**src/rtl/alu_result_serializer_pkg.sv**
```systemverilog
// Shared constants for the ALU result serializer: FSM encodings and the
// default result/byte widths so the ALU and this block agree.
package alu_result_serializer_pkg;

  localparam int DEF_BYTE_WIDTH = 8;
  localparam int DEF_OUT_WIDTH  = 2 * DEF_BYTE_WIDTH;

  localparam logic [1:0] ST_IDLE    = 2'b00;
  localparam logic [1:0] ST_SEND_LO = 2'b01;
  localparam logic [1:0] ST_SEND_HI = 2'b10;

endpackage

```
**src/rtl/alu_result_serializer.sv**
```systemverilog
// Splits each 16-bit ALU result into two bytes (low first) on a valid/ready
// byte interface, with a one-entry pending buffer and a saturating drop counter.
module alu_result_serializer
  import alu_result_serializer_pkg::*;
#(
  parameter int OUT_WIDTH  = DEF_OUT_WIDTH,
  parameter int BYTE_WIDTH = DEF_BYTE_WIDTH,
  parameter int CNT_WIDTH  = 8
) (
  input  logic                  CLK,
  input  logic                  RST,
  input  logic [OUT_WIDTH-1:0]  ALU_OUT,
  input  logic                  OUT_VALID,
  output logic [BYTE_WIDTH-1:0] TX_DATA,
  output logic                  TX_VALID,
  input  logic                  TX_READY,
  output logic                  BUSY,
  output logic                  OVERFLOW,
  output logic [CNT_WIDTH-1:0]  DROP_CNT
);

  logic [1:0]           state, nxt_state;
  logic [OUT_WIDTH-1:0] active, nxt_active;
  logic [OUT_WIDTH-1:0] pend, nxt_pend;
  logic                 pend_vld, nxt_pend_vld;
  logic                 drop;
  logic                 hs;
  logic                 park;

  assign hs = (state != ST_IDLE) && TX_READY;

  // A result that cannot go straight into active is parked in pending,
  // or dropped when pending is already occupied and not being drained.
  always_comb begin
    nxt_state    = state;
    nxt_active   = active;
    nxt_pend     = pend;
    nxt_pend_vld = pend_vld;
    drop         = 1'b0;
    park         = 1'b0;
    unique case (state)
      ST_IDLE: begin
        if (OUT_VALID) begin
          nxt_active = ALU_OUT;
          nxt_state  = ST_SEND_LO;
        end
      end
      ST_SEND_LO: begin
        if (hs) nxt_state = ST_SEND_HI;
        park = OUT_VALID;
      end
      ST_SEND_HI: begin
        if (hs && pend_vld) begin
          nxt_active   = pend;
          nxt_state    = ST_SEND_LO;
          nxt_pend_vld = OUT_VALID;
          if (OUT_VALID) nxt_pend = ALU_OUT;
        end else if (hs && OUT_VALID) begin
          nxt_active = ALU_OUT;
          nxt_state  = ST_SEND_LO;
        end else if (hs) begin
          nxt_state = ST_IDLE;
        end else begin
          park = OUT_VALID;
        end
      end
      default: nxt_state = ST_IDLE;
    endcase
    if (park) begin
      if (!pend_vld) begin
        nxt_pend     = ALU_OUT;
        nxt_pend_vld = 1'b1;
      end else begin
        drop = 1'b1;
      end
    end
  end

  // Outputs are computed from next-state values so they leave a flop directly.
  always_ff @(posedge CLK or posedge RST) begin
    if (RST) begin
      state    <= ST_IDLE;
      active   <= '0;
      pend     <= '0;
      pend_vld <= 1'b0;
      TX_DATA  <= '0;
      TX_VALID <= 1'b0;
      BUSY     <= 1'b0;
      OVERFLOW <= 1'b0;
      DROP_CNT <= '0;
    end else begin
      state    <= nxt_state;
      active   <= nxt_active;
      pend     <= nxt_pend;
      pend_vld <= nxt_pend_vld;
      TX_VALID <= (nxt_state != ST_IDLE);
      BUSY     <= (nxt_state != ST_IDLE) || nxt_pend_vld;
      OVERFLOW <= drop;
      if (nxt_state == ST_SEND_LO)
        TX_DATA <= nxt_active[BYTE_WIDTH-1:0];
      else if (nxt_state == ST_SEND_HI)
        TX_DATA <= nxt_active[OUT_WIDTH-1:BYTE_WIDTH];
      else
        TX_DATA <= '0;
      if (drop && (DROP_CNT != {CNT_WIDTH{1'b1}}))
        DROP_CNT <= DROP_CNT + CNT_WIDTH'(1);
    end
  end

endmodule

```
**config.mk**
```make
export PLATFORM = sky130hd
export DESIGN_NAME = alu_result_serializer
export DESIGN_NICKNAME = d
export VERILOG_FILES = /design/src/rtl/alu_result_serializer_pkg.sv /design/src/rtl/alu_result_serializer.sv
export SDC_FILE = /design/constraint.sdc
export NUM_CORES = 1
export LEC_CHECK = 0
export CORE_ASPECT_RATIO = 1.1
export CORE_MARGIN = 4
export CORE_UTILIZATION = 45
export CTS_CLUSTER_DIAMETER = 50
export DETAILED_ROUTE_END_ITERATION = 8
export PLACE_DENSITY = 0.69
export SKIP_CTS_REPAIR_TIMING = 1
export SLEW_MARGIN = 5
export SYNTH_ARGS = -nofsm -noshare
export SYNTH_HDL_FRONTEND = slang
export SYNTH_SLANG_ARGS = --single-unit
```
**constraint.sdc**
```tcl
create_clock -name CLK -period 4.35 [get_ports CLK]
set_input_delay 1.305 -clock CLK [delete_from_list [all_inputs] [get_ports CLK]]
set_output_delay 1.305 -clock CLK [all_outputs]
set_load 0.05 [all_outputs]
```
After elaboration in Yosys (flattened, before gate mapping)
Cells that the tools add are included.

operators by class
  equal/unequal tests = 5
  $add $sub $neg = 1
  reduce and logical (&&, ||, !) cells = 8
  multiplexer cells = 27

operator list
  cell                   number
  $mux W16               8
  $pmux W16 S2           1
  $mux W8                2
  $mux W2                5
  $mux W1                9
  $add A8 B1 Y8 const B  1
  $ne A8 B8 Y1 const B   1
  $pmux W2 S3            1
  $eq A2 B1 Y1 const B   2
  $eq A2 B2 Y1 const B   2
  $logic_and A1 B1 Y1    4
  $reduce_bool A2 Y1     2
  $logic_not A2 Y1       1
  $pmux W1 S2            1
  $logic_or A1 B1 Y1     1

word-level totals
  input bits = 20
  register bits = 54
  logic and storage cells = 50

Logic depth before layout (Yosys ltp)
  depth after elaboration = 9
  depth in mapped cells = 10

Least setup slack after synthesis
OpenSTA, ideal clock, no wires.

  path type = input port to flip-flop
  from = input port OUT_VALID
  to = register pend[10]
  stages on the path = 6
  path buffers = 2
  setup slack = 1.616 ns
  library setup time = 0.125 ns
  arrival time = 2.609 ns
  cell sequence = buf_6 -> inv_1 -> or4_4 -> o21ai_4 -> buf_12 -> mux2_4

between the ends
  cells in the longest elaborated chain, start to end = 5
  elaborated cells on any way between the ends = 10

RTL lines
  item                                     RTL line                                                  text
  start: declaration                       alu_result_serializer.sv:13                               input logic OUT_VALID,
  $mux W1 (tied with other cells)          alu_result_serializer.sv:61                               end else if (hs) begin
  $mux W1 or $mux W16 (tied branches)      alu_result_serializer.sv:58, alu_result_serializer.sv:53
  $mux W1 or $mux W16 (tied branches)      alu_result_serializer.sv:53, alu_result_serializer.sv:41
  $pmux W1 S2 or $mux W16 (tied branches)  alu_result_serializer.sv:41, alu_result_serializer.sv:70
  $mux W16 (*)                             alu_result_serializer.sv:69                               if (park) begin
  via nxt_pend[10]                         alu_result_serializer.sv:24                               logic [OUT_WIDTH-1:0] pend, nxt_pend;
  end signal: assignment                   alu_result_serializer.sv:94                               pend <= nxt_pend;
  end: declaration                         alu_result_serializer.sv:24

The timed path passes the listed nets; every way through them passes the cells marked *.
A chain may end at the register's enable or synchronous reset.

Final worst setup path
  from = input port OUT_VALID
  to = register pend[4]

Same word-level chain as after synthesis.

==> results.cfg <==
[outcome]
run_status = completed

[grt]
groute.usage.overall_pct = 15.88
number_of_global_route_vias_before_repair = 1737
overflow = 0
antenna_found_initial = 0
grt_first_pass_wirelength_mm = 8.480
grt_start_max_net_pins = 33

[power_and_ir_drop]
power.ir.vdd_worst_mv = 0.2640
leakage_nw = 1.369
power_density_mw_per_mm2 = 660.5

[cts]
worstSkewPairLatency_ns = 0.30
ctsLongestPathBuffers = 2
numCtsBuffers = 5
clock_tree.htree_level_count = 2
clkTransAtPathRegs_ns = 0.09
tritoncts = yes
cts-root-buf = sky130_fd_sc_hd__clkbuf_8
cts.sink_count = 54

[cells_and_area]
area_growth_syn_to_layout_pct = 20.80
insertedDiodeCount = 0
final_common_cell = sky130_fd_sc_hd__dfrtp_1
design.final.nets = 262
finalNonFillerCells = 313
final_layout_size_suffix_gt1_share_pct = 17.65
mostFrequentLayoutCells = 54 x sky130_fd_sc_hd__dfrtp_1, 38 x sky130_fd_sc_hd__clkdlybuf4s50_1, 14 x sky130_fd_sc_hd__a221o_1

[synth]
async_reset_ff_share_pct = 100.0
post_synth.cell_area_avg_um2 = 12.73
ys_types = 50
yosys.area_share.simple_pct = 11.61
synthXorXnorAreaFrac_pct = 2.075
multiplexer_area_fraction_after_synthesis_pct = 9.881
yosys.area_share.adder_pct = 2.470
synth_enable_flop_cells = 0
post_synth_top_flop = sky130_fd_sc_hd__dfrtp_1
synthesis.instances = 199
synth_area_mm2 = 0.002532
synth.yosys.seq_area_share_pct = 53.36
syn_warnings = 0
yosys_register_bits = 54
synth_top_family_by_area = compound AO/OA/AOI/OAI gates
synth_compound_gate_area_share_pct = 16.01
synthesis.nets = 224

[critical_path]
critical_path.reg2reg.startpoint = state[0]$_DFF_PP0_
cp-end-kind = flop
data_required_time_of_the_critical_path_ns = 4.55
critPathMaxFanout = 16
worstPathArrival_ns = 3.54
worstSetupStartpointType = primary input
startpoint = OUT_VALID
worstSetupPathType = primary input to flop

[floorplanning]
boundaryPins = 39
num_rows = 28
dieWidth_um = 79.53
chip_height_um = 86.68
core-area_mm2 = 0.005430
fp.dieArea_mm2 = 0.006893
floorplan.initialDensity_pct = 46.64

[routing]
detail_route.vias_per_cell = 5.447
detailroute.via_count = 1705
route.final.wire_length_mm = 5.060
dr.pass1.iters = 5
antenna_violating_nets_post_route = 0
wl_per_cell_um = 16.17
drt_first_iter_violations = 78
drc = 0

[flow_run]
cap_violations = 0

[timing]
slew_headroom_pct = 48.82
min_period_ns = 3.340
number_of_setup_violations_in_the_final_report = 0
fin_setup_tns_ns = 0
rsz0062_at_grt = false
final.setup_skew_ns = 0.003233
timing_hold_violations_final = 0
achievable-frequency_ghz = 0.2994
maxSlewViolCount = 0
finalCritPeriodShare_pct = 76.79
tightestPinTransition_ns = 0.7678

[worst_hold_path]
holdCritStartpoint = DROP_CNT[4]$_DFFE_PP0P_
worst_hold_check_path_type = flop to flop

[place]
io_buffers = 38
post_place_cells = 305
gp_routability_congestion = 0.8347
dp_wirelength_mm = 3.461
==> layer usage <==
metal | track usage (%) | part of all wire [%]
met5 | 0 | 0
met4 | 4.219 | 1.4
met3 | 3.222 | 3.2
met2 | 25.97 | 48
met1 | 21.58 | 47
==> critical path, stage by stage <==
cell,delay (ns)
sky130_fd_sc_hd__clkdlybuf4s50_1,0.71
sky130_fd_sc_hd__nand2_1,0.20
sky130_fd_sc_hd__or2_1,0.31
sky130_fd_sc_hd__o21ai_4,0.59
sky130_fd_sc_hd__mux2_2,0.41
==> final cells by class <==
cell class / count / area [µm²]
Sequential cell: 54 / 1351
Timing Repair Buffer: 40 / 395.4
Clock inverter: 3 / 43.79
Clock buffer: 5 / 68.82
Fill cell: 473 / 2371
Tap cell: 75 / 93.84
Inverter: 11 / 41.29
Multi-Input combinational cell: 125 / 1065
==> registers in the layout, summed over array words and instances, names as in the netlist <==
register and flops:
BUSY 1, DROP_CNT 8, TX_DATA 8, active 16, pend 16, state 2, OVERFLOW 1, TX_VALID 1
pend_vld 1
==> through the flow <==
step | utilization [%] | worst slack [ns] | hold slack [ns] | instance area, µm² | power, mW
after floorplan | - | 1.616 | 0.4726 | 2532 | 1.472
after global placement | 54.26 | 0.7010 | 0.4802 | 2947 | 1.680
after detailed placement | 54.26 | 0.6896 | 0.4861 | 2947 | 1.691
after CTS | 56.34 | 1.020 | 0.5113 | 3059 | 2.033
after global routing | 56.34 | 0.9125 | 0.5252 | 3059 | 2.144
final | 56.34 | 1.010 | 0.5012 | 3059 | 2.021
==> logic make-up (layout without fill, tap and decap cells) <==
logic type / Yosys count / after routing
multiplexers: 19 / 19
AO/OA/AOI/OAI: 47 / 47
buffers and inverters: 20 / 59
XOR/XNOR: 6 / 6
flip-flops: 54 / 54
AND/OR/NAND/NOR: 48 / 48
adder cells (fa/ha/maj): 5 / 5
==> synthesized netlist by cell type (all sizes together) (2+ instances only) <==
library cell | instances | area share, %
and4 | 2 | 0.69
xnor2 | 5 | 1.7
a21oi | 2 | 0.54
a22o | 8 | 2.8
nand4 | 5 | 1.2
nand2b | 2 | 0.49
dfrtp | 54 | 53
o21ai | 7 | 1.8
buf | 7 | 2.7
a21boi | 2 | 0.59
or2 | 2 | 0.49
a221o | 14 | 5.5
a211o | 2 | 0.74
inv | 11 | 1.6
and3 | 12 | 3.0
clkbuf | 2 | 0.30
a31o | 2 | 0.69
nor2b | 2 | 0.49
nor2 | 8 | 1.4
nand2 | 7 | 1.0
a22oi | 5 | 1.5
ha | 5 | 2.5
mux2 | 18 | 9.5
==> path summary, 6_finish.rpt <==
path / slack [ns] / cells past startpoint / end
setup / recovery: 1.01 / 5 / pend[4]$_DFF_PP0_
hold / removal: 0.50 / 1 / DROP_CNT[4]$_DFFE_PP0P_
setup reg to reg: 1.85 / 7 / TX_DATA[6]$_DFF_PP0_
hold reg to reg: 0.50 / 1 / DROP_CNT[4]$_DFFE_PP0P_
max in group asynchronous: 2.29 / 3 / OVERFLOW$_DFF_PP0_
min in group asynchronous: 1.41 / 2 / pend[14]$_DFF_PP0_
==> where the power goes <==
part / leakage [nW] / total [mW] / switching (mW) / internal, mW
clock: 0.0585 / 0.335 / 0.162 / 0.173
sequential: 0.676 / 0.832 / 0.127 / 0.705
combinational: 0.634 / 0.854 / 0.468 / 0.386
Power figures use the tool's default switching activity.
